<file path="src/rtl/booth_radix4_mult.sv">
// booth_radix4_mult: iterative radix-4 Booth multiplier, signed or unsigned per operation.
// Retires two multiplier bits per cycle through a single shared adder/subtractor.
// Ports:
//   clk, clr                 rising-edge clock, synchronous active-high reset
//   in_valid/in_ready        operand handshake; in_signed, in_a (multiplicand), in_b (multiplier)
//   out_valid/out_ready      result handshake; product is the full 2*WIDTH-bit result
//   busy                     high while iterating (CALC)
module booth_radix4_mult #(
    parameter int unsigned WIDTH = 16
) (
    input  logic                 clk,
    input  logic                 clr,
    input  logic                 in_valid,
    output logic                 in_ready,
    input  logic                 in_signed,
    input  logic [WIDTH-1:0]     in_a,
    input  logic [WIDTH-1:0]     in_b,
    output logic                 out_valid,
    input  logic                 out_ready,
    output logic [2*WIDTH-1:0]   product,
    output logic                 busy
);

    localparam int unsigned N  = WIDTH / 2 + 1;
    localparam int unsigned CW = $clog2(N + 1);
    localparam int unsigned MW = WIDTH + 2;
    localparam int unsigned AW = WIDTH + 4;
    localparam int unsigned PW = 2 * WIDTH;

    typedef enum logic [1:0] {
        IDLE = 2'd0,
        CALC = 2'd1,
        DONE = 2'd2
    } state_t;

    state_t          state;
    state_t          state_n;

    logic [MW-1:0]   m;
    logic [MW-1:0]   q;
    logic [AW-1:0]   a;
    logic            q_m1;
    logic [CW-1:0]   count;

    logic            accept;
    logic            last_iter;
    logic [MW-1:0]   a_ext;
    logic [MW-1:0]   b_ext;
    logic [AW-1:0]   m_sx;
    logic [AW-1:0]   m_x2;
    logic            op_zero;
    logic            op_x2;
    logic            op_neg;
    logic [AW-1:0]   operand;
    logic [AW-1:0]   a_sum;
    logic [AW-1:0]   a_nxt;
    logic [MW-1:0]   q_nxt;
    logic [PW-1:0]   prod_nxt;

    // Handshake decode; a finished result can hand over to new operands in the same cycle.
    assign in_ready  = (state == IDLE) || ((state == DONE) && out_ready);
    assign accept    = in_valid && in_ready;
    assign busy      = (state == CALC);
    assign last_iter = (count == CW'(1));

    // Signedness is captured entirely by the two extension bits of M and Q.
    assign a_ext = in_signed ? {{2{in_a[WIDTH-1]}}, in_a} : {2'b00, in_a};
    assign b_ext = in_signed ? {{2{in_b[WIDTH-1]}}, in_b} : {2'b00, in_b};

    // M and 2M at accumulator width.
    assign m_sx = {{2{m[MW-1]}}, m};
    assign m_x2 = {m[MW-1], m, 1'b0};

    // Booth recoding of {Q[1:0], q_m1}.
    always_comb begin
        op_zero = 1'b1;
        op_x2   = 1'b0;
        op_neg  = 1'b0;
        case ({q[1:0], q_m1})
            3'b001, 3'b010: begin
                op_zero = 1'b0;
            end
            3'b011: begin
                op_zero = 1'b0;
                op_x2   = 1'b1;
            end
            3'b100: begin
                op_zero = 1'b0;
                op_x2   = 1'b1;
                op_neg  = 1'b1;
            end
            3'b101, 3'b110: begin
                op_zero = 1'b0;
                op_neg  = 1'b1;
            end
            default: begin
                op_zero = 1'b1;
            end
        endcase
    end

    // Single adder: subtraction as invert-plus-carry-in.
    assign operand  = op_zero ? '0 : (op_x2 ? m_x2 : m_sx);
    assign a_sum    = a + (operand ^ {AW{op_neg}}) + AW'(op_neg);

    // Arithmetic shift of {A,Q,q_m1} right by two.
    assign a_nxt    = {{2{a_sum[AW-1]}}, a_sum[AW-1:2]};
    assign q_nxt    = {a_sum[1:0], q[MW-1:2]};
    assign prod_nxt = {a_nxt[WIDTH-3:0], q_nxt};

    // FSM state register.
    always_ff @(posedge clk) begin
        if (clr) begin
            state <= IDLE;
        end else begin
            state <= state_n;
        end
    end

    // FSM next-state logic.
    always_comb begin
        state_n = state;
        case (state)
            IDLE: begin
                if (in_valid) begin
                    state_n = CALC;
                end
            end
            CALC: begin
                if (last_iter) begin
                    state_n = DONE;
                end
            end
            DONE: begin
                if (out_ready) begin
                    state_n = in_valid ? CALC : IDLE;
                end
            end
            default: begin
                state_n = IDLE;
            end
        endcase
    end

    // Datapath and result registers.
    always_ff @(posedge clk) begin
        if (clr) begin
            m         <= '0;
            q         <= '0;
            a         <= '0;
            q_m1      <= 1'b0;
            count     <= '0;
            product   <= '0;
            out_valid <= 1'b0;
        end else begin
            if ((state == DONE) && out_ready) begin
                out_valid <= 1'b0;
            end
            if (accept) begin
                m     <= a_ext;
                q     <= b_ext;
                a     <= '0;
                q_m1  <= 1'b0;
                count <= CW'(N);
            end else if (state == CALC) begin
                a     <= a_nxt;
                q     <= q_nxt;
                q_m1  <= q[1];
                count <= count - CW'(1);
                if (last_iter) begin
                    product   <= prod_nxt;
                    out_valid <= 1'b1;
                end
            end
        end
    end

endmodule

</file>
<file path="config.mk">
export PLATFORM = sky130hd
export DESIGN_NAME = booth_radix4_mult
export DESIGN_NICKNAME = d
export VERILOG_FILES = /design/src/rtl/booth_radix4_mult.sv
export SDC_FILE = /design/constraint.sdc
export NUM_CORES = 1
export LEC_CHECK = 0
export ABC_CLOCK_PERIOD_IN_PS = 4000
export BUFFER_PORTS_ARGS = -buffer_cell sky130_fd_sc_hd__buf_2
export CORE_ASPECT_RATIO = 0.9
export CORE_UTILIZATION = 57
export DETAILED_ROUTE_END_ITERATION = 7
export GPL_TIMING_DRIVEN = 0
export MAX_ROUTING_LAYER = met4
export PLACE_DENSITY = 0.77
export SLEW_MARGIN = 20
export SYNTH_ARGS = -nofsm -noshare
export SYNTH_HDL_FRONTEND = slang
export SYNTH_SLANG_ARGS = --single-unit
</file>
<file path="constraint.sdc">
create_clock -name clk -period 4 [get_ports clk]
set_input_delay 0.8 -clock clk [delete_from_list [all_inputs] [get_ports clk]]
set_output_delay 0.8 -clock clk [all_outputs]
set_load 0.03 [all_outputs]
</file>
# [Word-level counts from Yosys, hierarchy flattened]
# Cells that the tools add are included.
[word_totals] reg_bits=94 elab_cells=56 out_inout_bits=35 in_bits=37
[classes] bitwise_logic=2 add_sub_neg=3 n_reduce_logical=11 n_mux=19 eq_ne=12
[ops] operator="two-way mux 18 bit" count=5
[ops] operator="adder 20 x 1 -> 20 bit" count=1
[ops] operator="adder 20 bit" count=1
[ops] operator="two-way mux 20 bit" count=1
[ops] operator="XOR 20 bit" count=1
[ops] operator="== test 3 bit (second input constant)" count=3
[ops] operator="two-way mux 4 bit" count=2
[ops] operator="two-way mux 1 bit" count=7
[ops] operator="== test 3 x 2 -> 1 bit (second input constant)" count=2
[ops] operator="two-way mux 2 bit" count=3
[ops] operator="one-hot mux 2 bit (3 select lines)" count=1
[ops] operator="AND reduction 3 bit" count=2
[ops] operator="OR reduction 6 bit" count=1
[ops] operator="== test 4 x 1 -> 1 bit (second input constant)" count=1
[ops] operator="inequality test 2 bit (second input constant)" count=2
[ops] operator="OR reduction 2 bit" count=2
[ops] operator="subtractor 4 x 1 -> 4 bit (second input constant)" count=1
[ops] operator="== test 3 x 1 -> 1 bit (second input constant)" count=1
[ops] operator="OR reduction 3 bit" count=1
[ops] operator="== test 2 x 1 -> 1 bit (second input constant)" count=1
[ops] operator="== test 2 bit (second input constant)" count=1
[ops] operator="logical AND 1 bit" count=2
[ops] operator="zero test 2 bit" count=1
[ops] operator="inequality test 2 x 1 -> 1 bit (second input constant)" count=1
[ops] operator="other kinds (3)" count=3

# [Depth between registers and ports, before layout]
[logic_depth] ltp_word=10 mapped_depth=14 depth_no_buf=13

# [Worst setup path after synthesis]
# Ideal clock, no wire load.
[synth_path] path_kind="register -> register" start="reg q[1]" end="reg product[30]" period_less_slack_ns=2.948 t_arrival_ns=2.833 setup_ns=0.115 stages_incl_launch_ff=14 path_slack_ns=1.052 required_time_ns=3.885 n_path_buf=1 path_cell_list="dfxtp_1 > buf_1 > xor2_1 > a22oi_1 > o21ai_0 > inv_1 > fa_1 > nor2b_1 > o2111ai_1 > a31oi_1 > o21ai_1 > a21boi_0 > nor3b_1 > o21ba_2"
[synth_between] elab_chain_len=8 elab_cells_between_ends=16 classes_between="2 x add/sub; 6 x eq/ne; 4 x mux; 1 x bitwise; 3 x reduce/logical"
[synth_rtl] element="start, declared" line_no="40" rtl="logic [MW-1:0] q;"
[synth_rtl] element="start signal, assigned" line_no="161" rtl="q <= b_ext;"
[synth_rtl] element="start signal, assigned" line_no="167" rtl="q <= q_nxt;"
[synth_rtl] element="== test 3 bit / == test 3 x 2 -> 1 bit (equally long branches)" line_no="79" rtl="case ({q[1:0], q_m1})"
[synth_rtl] element="OR reduction 2 bit (no source line)"
[synth_rtl] element="two-way mux 1 bit" line_no="79"
[synth_rtl] element="two-way mux 18 bit" line_no="103" rtl="assign operand = op_zero ? '0 : (op_x2 ? m_x2 : m_sx);"
[synth_rtl] element="two-way mux 20 bit" line_no="103"
[synth_rtl] element="XOR 20 bit" line_no="104" rtl="assign a_sum = a + (operand ^ {AW{op_neg}}) + AW'(op_neg);"
[synth_rtl] element="adder 20 bit" line_no="104"
[synth_rtl] element="adder 20 x 1 -> 20 bit *" line_no="104"
[synth_rtl] element="end signal, assigned" line_no="171" rtl="product <= prod_nxt;"
[synth_rtl] element="end, declared" line_no="20" rtl="output logic [2*WIDTH-1:0] product,"
# Mark *: on every way between the ends. The rest lies on a longest branch, timed or not.
# A chain may end at the register's enable or synchronous reset.

# [Worst setup path after layout]
[layout_path] start="reg q[0]" end="reg a[12]"
[layout_between] elab_chain_len=8 elab_cells_between_ends=16 classes_between="2 x add/sub; 6 x eq/ne; 4 x mux; 1 x bitwise; 3 x reduce/logical"
[layout_rtl] element="== test 3 bit / == test 3 x 2 -> 1 bit (equally long branches)" line_no="79"
[layout_rtl] element="OR reduction 2 bit (no source line)"
[layout_rtl] element="two-way mux 1 bit" line_no="79"
[layout_rtl] element="two-way mux 18 bit" line_no="103"
[layout_rtl] element="two-way mux 20 bit" line_no="103"
[layout_rtl] element="XOR 20 bit" line_no="104"
[layout_rtl] element="adder 20 bit" line_no="104"
[layout_rtl] element="adder 20 x 1 -> 20 bit *" line_no="104"
[layout_rtl] element="end signal, assigned" line_no="166" rtl="a <= a_nxt;"
[layout_rtl] element="end, declared" line_no="41" rtl="logic [AW-1:0] a;"
# Marks and branches as above.

==> results.sh <==
export IMPL_area_growth_pct=14.3
export IMPL_syn_nets=693
export IMPL_setup_viol=0
export IMPL_drt_iter0_drc=340
export IMPL_syn_inst=635
export IMPL_slew_headroom_pct=53.6
export IMPL_cts_buffers=9
export IMPL_syn_area_um2=4860
export IMPL_gr_total_overflow=0
export IMPL_synth_enable_flop_cells=0
export IMPL_grtUsageMet2_pct=48.0
export IMPL_status="complete, no violations"
export IMPL_clkLatencyLatePin_ps=390
export IMPL_ctsResizeCount=0
export IMPL_synth_seq_area_share_pct=38.3
export IMPL_final_layout_size_suffix_gt1_share_pct=14.0
export IMPL_power_density_nw_per_um2=394
export IMPL_fin_skew_ps=16.2
export IMPL_cts_clk_slew_worst_paths_ps=110
export IMPL_fin_hold_ws_ps=459
export IMPL_core_area_um2=8150
export IMPL_p_sw_share_pct=34.1
export IMPL_worstPathCellList="and3_1 -> clkbuf_1 -> clkbuf_1 -> a22oi_1 -> o21ai_0 -> ha_1 -> nor2b_1 -> o2111ai_1 -> a31oi_1 -> o21ai_1 -> a21boi_0 -> nor3b_1 -> o21a_1"
export IMPL_dieHeight_um=89.6
export IMPL_n_antenna_cell=0
export IMPL_yosys_warnings=0
export IMPL_nets=775
export IMPL_hold_buffers=0
export IMPL_cts_root_buf="clkbuf_8"
export IMPL_fillers=741
export IMPL_worst_pin_slew_ps=696
export IMPL_layout_min_cycle_time_ps=3780
export IMPL_io_pins=72
export IMPL_p_switching_uw=747
export IMPL_gp_congestion=0.980
export IMPL_avgViaCountPerCell=5.91
export IMPL_synthArstFlopShare_pct=0
export IMPL_antenna_found_initial=0
export IMPL_num_vias=4854
export IMPL_tns_ps=0
export IMPL_cp_slowest_stage_delay_ps=550
export IMPL_drv_slew=0
export IMPL_die_area_um2=8900
export IMPL_cts_sinks=93
export IMPL_rows=31
export IMPL_rsz0062_at_grt="no"
export IMPL_path_class="register to register"
export IMPL_p_int_uw=1440
export IMPL_vdd_drop_max_mv=0.285
export IMPL_hold_class="register to register"
export IMPL_grt_max_degree=19
export IMPL_p_comb_share_pct=21.9
export IMPL_cp_max_fo=10
export IMPL_syn_avg_cell_area_um2=7.65
export IMPL_busiest_layer="met2"
export IMPL_hold_viol=0
export IMPL_seqPwrFrac_pct=47.0
export IMPL_hpwlAfterDp_um=10000
export IMPL_drt_pass1_iter_count=5
export IMPL_grt_use_met1_pct=41.6
export IMPL_port_buffers=71
export IMPL_max_freq_mhz=265
export IMPL_ys_flop_type="dfxtp_1"
export IMPL_routed_wl_um=13400
export IMPL_ys_types=52
export IMPL_ys_ff_latch=93
export IMPL_cpMostUsedCell="clkbuf_1"
export IMPL_grt_pass1_vias=4222
export IMPL_p_leak_uw=0.00225
export IMPL_fin_crit_sh_pct=94.4
export IMPL_worstPathRequired_ps=4330
export IMPL_cp_start_kind="register"
export IMPL_crit_family="compound AO/OA/AOI/OAI gates"
export IMPL_drc=0
export IMPL_grtUsageMet3_pct=6.11
export IMPL_grt_use_total_pct=31.5
export IMPL_cts_max_level=3
export IMPL_ant_nets=0
export IMPL_crit_buf_inv=2
export IMPL_worst_ep_arrival_time_ps=4100
export IMPL_worst_path_max_delay_cell="dfxtp_1"
export IMPL_start_util_pct=59.6
export IMPL_crit_path_end_kind="register"
export IMPL_finalPower_uw=2190
export IMPL_grt_pass1_wl_um=20900
export IMPL_p_clk_share_pct=31.2
export IMPL_die_w_um=99.3
export IMPL_cts_path_max_buffers=2
export IMPL_wl_per_cell_um=16.4
export IMPL_cap_violations=0
export IMPL_postCtsSetupBuffers=0
export IMPL_cts_tree="built"
## cell families after synthesis
logic type / count (synthesis) / synth area share [%]
AND/OR/NAND/NOR: 234 / 20.5
AO/OA/AOI/OAI: 203 / 25.5
flip-flops: 93 / 38.3
buffers and inverters: 50 / 3.94
XOR/XNOR: 32 / 5.77
adder cells (fa/ha/maj): 21 / 5.56
multiplexers: 2 / 0.412
## cells in the final DEF (no fill, tap or decap), drive strengths merged, types with 20 or more instances in the layout
cell type  instances
clkbuf            39
o21ai             38
dfxtp             93
xor2              22
nand2            150
a21oi             92
a22oi             32
buf               80
nor2              38
ha                20
## worst register-to-register path, stage by stage (launching register included)
cell and delay, ps:
dfxtp_1 550, and3_1 220, clkbuf_1 290, clkbuf_1 420
a22oi_1 160, o21ai_0 130, ha_1 340, nor2b_1 170
o2111ai_1 240, a31oi_1 200, o21ai_1 380, a21boi_0 190
nor3b_1 300, o21a_1 150
## flip-flops by register name (all words and copies together) (netlist names)
| register | cells |
|---|---|
| m | 17 |
| q | 18 |
| a | 18 |
| count | 4 |
| q_m1 | 1 |
| product | 32 |
| state | 2 |
| out_valid | 1 |
## final cells by class
| cell class | instances | area, um2 | share of cell area, % |
|---|---|---|---|
| multi-input cells | 492 | 2810 | 50.6 |
| flip-flops and latches | 93 | 1860 | 33.5 |
| repair buffers | 71 | 355 | 6.40 |
| plain buffers | 39 | 150 | 2.70 |
| clock buffers | 9 | 124 | 2.23 |
| well taps | 99 | 124 | 2.23 |
| clock inverters | 7 | 86.3 | 1.55 |
| inverters | 11 | 41.3 | 0.743 |
## metal layers
metal,part of all wire (%),up-vias
li1,-,2377
met1,45,2242
met2,44,197
met3,7.8,38
met4,3.1,0
met5,0,-
## power groups by stage
stage	logic (uW)	clock network, uW	registers (uW)
after floorplan	314	0	1050
after global placement	454	0	1040
after detailed placement	465	0	1050
after CTS	470	690	1030
after global routing	523	728	1030
final	478	682	1030
## path summary, 6_finish.rpt
path / startpoint / endpoint / slack (ps) / depth (start not counted)
hold reg to reg: product[23] / product[23] / 460 / 2
setup reg to reg: q[0] / a[12] / 220 / 13
hold / removal: product[23] / product[23] / 460 / 2
setup / recovery: q[0] / a[12] / 220 / 13
## stage by stage
step           cells  area, um2  worst slack, ps  util [%]
6_report         821       5550              224      68.2
5_1_grt          821       5550             28.7      68.2
4_1_cts          821       5550              286      68.1
3_5_place_dp     805       5340              392      65.5
3_3_place_gp     805       5340              496      65.5
2_1_floorplan    635       4860             1050         -
## cells in the mapped netlist (all sizes together), types with 3 or more instances
cell    instances  share of area, %
nor3            5              0.52
buf             9              0.77
clkbuf         30               2.3
nor2           38               2.9
nand2b          5              0.64
inv            10              0.77
o21a            5              0.77
a31oi           3              0.52
a31o            3              0.54
xnor2          10               1.8
o21ai          38               4.1
a211oi          9               1.4
xor2           22               4.0
nand3           9              0.93
a22oi          32               5.0
and2            3              0.39
nor4            3              0.39
a21o            3              0.46
or4             3              0.46
nand3b          3              0.46
dfxtp          93                38
nor3b           3              0.46
ha             20               5.2
a21oi          92               9.6
nand2         150                12
nor2b           5              0.80
nand4           3              0.39
o211ai          4              0.62
No activity file was read; power rests on OpenSTA's default activity.
